## config.mk

```make
export PLATFORM = sky130hd
export DESIGN_NAME = ruhman_btn
export DESIGN_NICKNAME = d
export VERILOG_FILES = /design/src/rtl/ruhman_btn.sv
export SDC_FILE = /design/constraint.sdc
export NUM_CORES = 1
export LEC_CHECK = 0
export CAP_MARGIN = 30
export CORE_MARGIN = 4
export CORE_UTILIZATION = 59
export DETAILED_ROUTE_END_ITERATION = 12
export DONT_BUFFER_PORTS = 1
export PLACE_DENSITY = 0.75
export SLEW_MARGIN = 20
export SYNTH_ARGS = -nofsm -noshare
export SYNTH_HDL_FRONTEND = slang
export SYNTH_SLANG_ARGS = --single-unit
```

## constraint.sdc

```tcl
create_clock -name clk -period 13.35 [get_ports clk]
set_clock_uncertainty 0.2 [all_clocks]
set_input_delay 2.67 -clock clk [delete_from_list [all_inputs] [get_ports clk]]
set_output_delay 2.67 -clock clk [all_outputs]
set_load 0.02 [all_outputs]
```

## src/rtl/ruhman_btn.sv

```systemverilog
// ruhman_btn: W-bit debouncer with sticky rise/fall event registers; RUHMAN_BTN_IRQ_EN adds a masked irq.
// Latency 2+max(thr,1) cycles din->level; the register slot never stalls, and reads are combinational.
module ruhman_btn #(
    parameter int W          = 16,
    parameter int DB_DEFAULT = 1_000_000
) (
    input  logic         clk,
    input  logic         reset,
    input  logic         cs,
    input  logic         read,
    input  logic         write,
    input  logic [4:0]   addr,
    input  logic [31:0]  wr_data,
    output logic [31:0]  rd_data,
`ifdef RUHMAN_BTN_IRQ_EN
    output logic         irq,
`endif
    input  logic [W-1:0] din
);

    localparam logic [19:0] THR_RST = 20'(DB_DEFAULT);

    logic [W-1:0] sync1_q, sync2_q;
    logic [W-1:0] level_q, level_d;
    logic [W-1:0] rise_q, rise_d;
    logic [W-1:0] fall_q, fall_d;
    logic [19:0]  cnt_q [W];
    logic [19:0]  cnt_d [W];
    logic [19:0]  thr_q, thr_d;
    logic [20:0]  thr_eff;
    logic         wr_en;
    logic [W-1:0] wr_bits;
    logic         unused_ok;

    assign wr_en     = cs & write;
    assign wr_bits   = wr_data[W-1:0];
    assign unused_ok = &{1'b0, read, wr_data};
    assign thr_eff   = (thr_q == '0) ? 21'd1 : {1'b0, thr_q};

    // The counter never stores the terminal count: hitting it flips the level and clears.
    always_comb begin
        level_d = level_q;
        for (int i = 0; i < W; i++) begin
            cnt_d[i] = '0;
            if (sync2_q[i] != level_q[i]) begin
                if (({1'b0, cnt_q[i]} + 21'd1) >= thr_eff) begin
                    level_d[i] = sync2_q[i];
                end else begin
                    cnt_d[i] = cnt_q[i] + 20'd1;
                end
            end
        end
    end

    // New events are ORed in after the write-1 clear so a same-cycle set survives.
    always_comb begin
        rise_d = rise_q & ~((wr_en && addr == 5'd1) ? wr_bits : '0);
        fall_d = fall_q & ~((wr_en && addr == 5'd2) ? wr_bits : '0);
        rise_d = rise_d | (level_d & ~level_q);
        fall_d = fall_d | (~level_d & level_q);
        thr_d  = (wr_en && addr == 5'd3) ? wr_data[19:0] : thr_q;
    end

    always_ff @(posedge clk or posedge reset) begin
        if (reset) begin
            sync1_q <= '0;
            sync2_q <= '0;
            level_q <= '0;
            rise_q  <= '0;
            fall_q  <= '0;
            thr_q   <= THR_RST;
            for (int i = 0; i < W; i++) begin
                cnt_q[i] <= '0;
            end
        end else begin
            sync1_q <= din;
            sync2_q <= sync1_q;
            level_q <= level_d;
            rise_q  <= rise_d;
            fall_q  <= fall_d;
            thr_q   <= thr_d;
            for (int i = 0; i < W; i++) begin
                cnt_q[i] <= cnt_d[i];
            end
        end
    end

`ifdef RUHMAN_BTN_IRQ_EN
    logic [W-1:0] mask_q;
    logic         irq_q;

    always_ff @(posedge clk or posedge reset) begin
        if (reset) begin
            mask_q <= '0;
            irq_q  <= 1'b0;
        end else begin
            if (wr_en && addr == 5'd4) begin
                mask_q <= wr_bits;
            end
            irq_q <= |((rise_q | fall_q) & mask_q);
        end
    end

    assign irq = irq_q;
`endif

    always_comb begin
        rd_data = '0;
        case (addr)
            5'd0: rd_data[W-1:0] = level_q;
            5'd1: rd_data[W-1:0] = rise_q;
            5'd2: rd_data[W-1:0] = fall_q;
            5'd3: rd_data[19:0]  = thr_q;
`ifdef RUHMAN_BTN_IRQ_EN
            5'd4: rd_data[W-1:0] = mask_q;
`endif
            default: rd_data = '0;
        endcase
    end

endmodule

```

==> metrics <==
cell count after placement=3519; row count=between 70 and 80; total setup buffers inserted after CTS=0; YS warnings=0; status=complete, no violations; Pre-antenna DRT Iters=5; worst slack, placed=6190 ps; Worst IR Drop VDD=126 uV; CTS Buffer Depth=3; minimum clock period=7200 ps; Util after Layout=65.3%; crit-path max FO=13; I/O pins=90; slew margin rel.=37.6%; Mean Syn Cell Area=9.54 um^2; crit path setup slack, layout=about 6100 ps; hold path start=sync1_q[13]; largest net degree at the start of global routing=167; Worst-Margin Slew=933 ps; vias in the first global route=22900; Final period util=54.0%; slowest stage cell on the critical path=and3_1; clock latency on the worst-skew pair=600 ps; worst setup path class=primary input to output port; area fraction of the dominant cell type after synthesis=around 37%; CTS resizes=0; ys flop type=dfrtp_1; Req. time, crit path=10480 ps; Worst Path Buf+Inv=1; Crit path max-delay family=simple AND/OR/NAND/NOR gates; worst-path cell chain=nor3_1, and3_1, buf_4, a22oi_1, nand2_1; MaxCap Viol Count=0; hold depth=0; GRT met1 Usage=around two fifths; min-delay worst type=flip-flop to flip-flop; ANT nets after route=0; Die X=between 200 and 250 um; number of synthesized flops with an enable pin=0; Post-synth ARST share=100%; Worst Path Arrival=4330 ps; GRT Util Overall=29.5%; PD cells=around 140 nW/um^2; clock sinks=420; I/O Buffers=0; Final nets=3328; DR iter-0 viols=~1900; top post-synthesis cells by area=dfrtp_1, ha_1, xnor2_1; Die Footprint=51000 um^2; final cell count without fillers=3608; cts bufs inserted=48; setup TNS=0 ps; commonest non-fill, non-tap cells in the layout=dfrtp_1, ha_1, nand2_1; P_leak=0.0145 uW; reg-to-reg slack, setup=slightly below 9000 ps; post-synth top area cell=dfrtp_1; routed len/inst=approximately 21 um; Core Footprint=46800 um^2; initial antenna violation count=0; Starting Density=59.9%; root buffer cell=clkbuf_16; RR Endpoint=cnt_q[311]; RSZ-0062 raised after global routing=false; H-tree depth=2; crit path launch type=primary input; Diodes inserted=0; Overall Power=4190 uW; DRC viols=0; CTS clock-pin slew for the worst setup and hold paths=60 ps; Max Slew Vio Count=0; sequential area share after synthesis=37.6%; global placer's final weighted congestion=0.914; Crit Reg-Reg Startpoint=thr_q[10]; crit-path max cell delay=just over 600 ps; dpl hpwl=51.8 mm; number of setup violations in the final report=0; Via Count=roughly 23000; cell area after synthesis=28000 um^2; Gate Count Post-Synth=approximately 2900; CTS Hold Bufs=0; CTS tree=yes; Register-to-Register Path Depth=13; critical path capture point type=output port; first-pass GRT wire length=120 mm; #FFs+latches synth=420; fmax=139 MHz; met2 usage=48.0%; GR Util met3=4.78%; via density per instance=6.30; Netlist cell types=84; Final Hold Fails=0; GR Overflow Total=0; most common cell after layout, fill and taps aside=dfrtp_1; Area Overhead vs Synth=9.13%; fraction of layout cells with a size suffix above 1=between 6 and 7%; Hold Crit Endpoint=sync2_q[13]; chip height=~230 um; Total Wirelength=75.6 mm; GRT Max-Usage Layer=met2
-- synthesized netlist by cell type (37+ instances only) --
cell      number
dfrtp_1      413
ha_1         305
nand2_1      251
nor2_1       230
nor2b_1      208
nand3_1      204
xnor2_1      201
xor2_1        98
inv_1         94
nand4_1       93
a21oi_1       85
o21ai_0       70
and3_1        62
a21o_1        58
clkbuf_1      54
nor3_1        42
a22oi_1       37
-- worst max path at each step --
| stage | startpoint | to | slack [ps] | cells past startpoint |
|---|---|---|---|---|
| 2_1_floorplan | reset | cnt_q[0] | 4820 | 1 |
| 3_3_place_gp | addr[4] | rd_data[14] | 6230 | 5 |
| 3_5_place_dp | addr[4] | rd_data[14] | 6190 | 5 |
| 4_1_cts | addr[4] | rd_data[14] | 6190 | 5 |
| 5_1_grt | addr[4] | rd_data[6] | 6030 | 5 |
| 6_report | addr[4] | rd_data[6] | 6150 | 5 |
-- state kept, by name, summed over array words and instances (netlist names) --
register / flops
cnt_q: 320
sync1_q: 16
sync2_q: 16
rise_q: 16
thr_q: 20
level_q: 16
fall_q: 16
-- cell type report --
cell class              instances  area (um^2)
clock buffers                  66         1400
clock inverters                20          243
fillers                      3708        16200
inverters                      95          360
multi-input cells            2352        16800
flip-flops and latches        420        10500
well taps                     607          759
repair buffers                 48          444
-- metal layers --
metal,part of all wire (%),up-vias
met2,46,803
met3,7.3,211
met4,4.8,0
met5,0,-
li1,-,10500
met1,42,11200
-- power breakdown --
part	total, uW	internal [uW]	switching [uW]
registers	1530	1400	134
clock network	1390	828	558
logic	1280	474	804
-- per-stage QoR --
step,hold WS (ps),instance area [um^2]
floorplan,131,28000
global placement,133,28800
detailed placement,135,28900
CTS,147,30500
global route,158,30600
finish,146,30600
-- logic make-up after synthesis --
group	count (synthesis)	synth area share [%]
buf+inv	174	2.54
mux	34	1.33
fa+ha+maj	311	13.8
flops	420	37.6
other cells	1	0.0134
xor+xnor	313	10.5
simple gates	1259	23.7
compound gates	423	10.5
(Power assumes the default switching activity.)
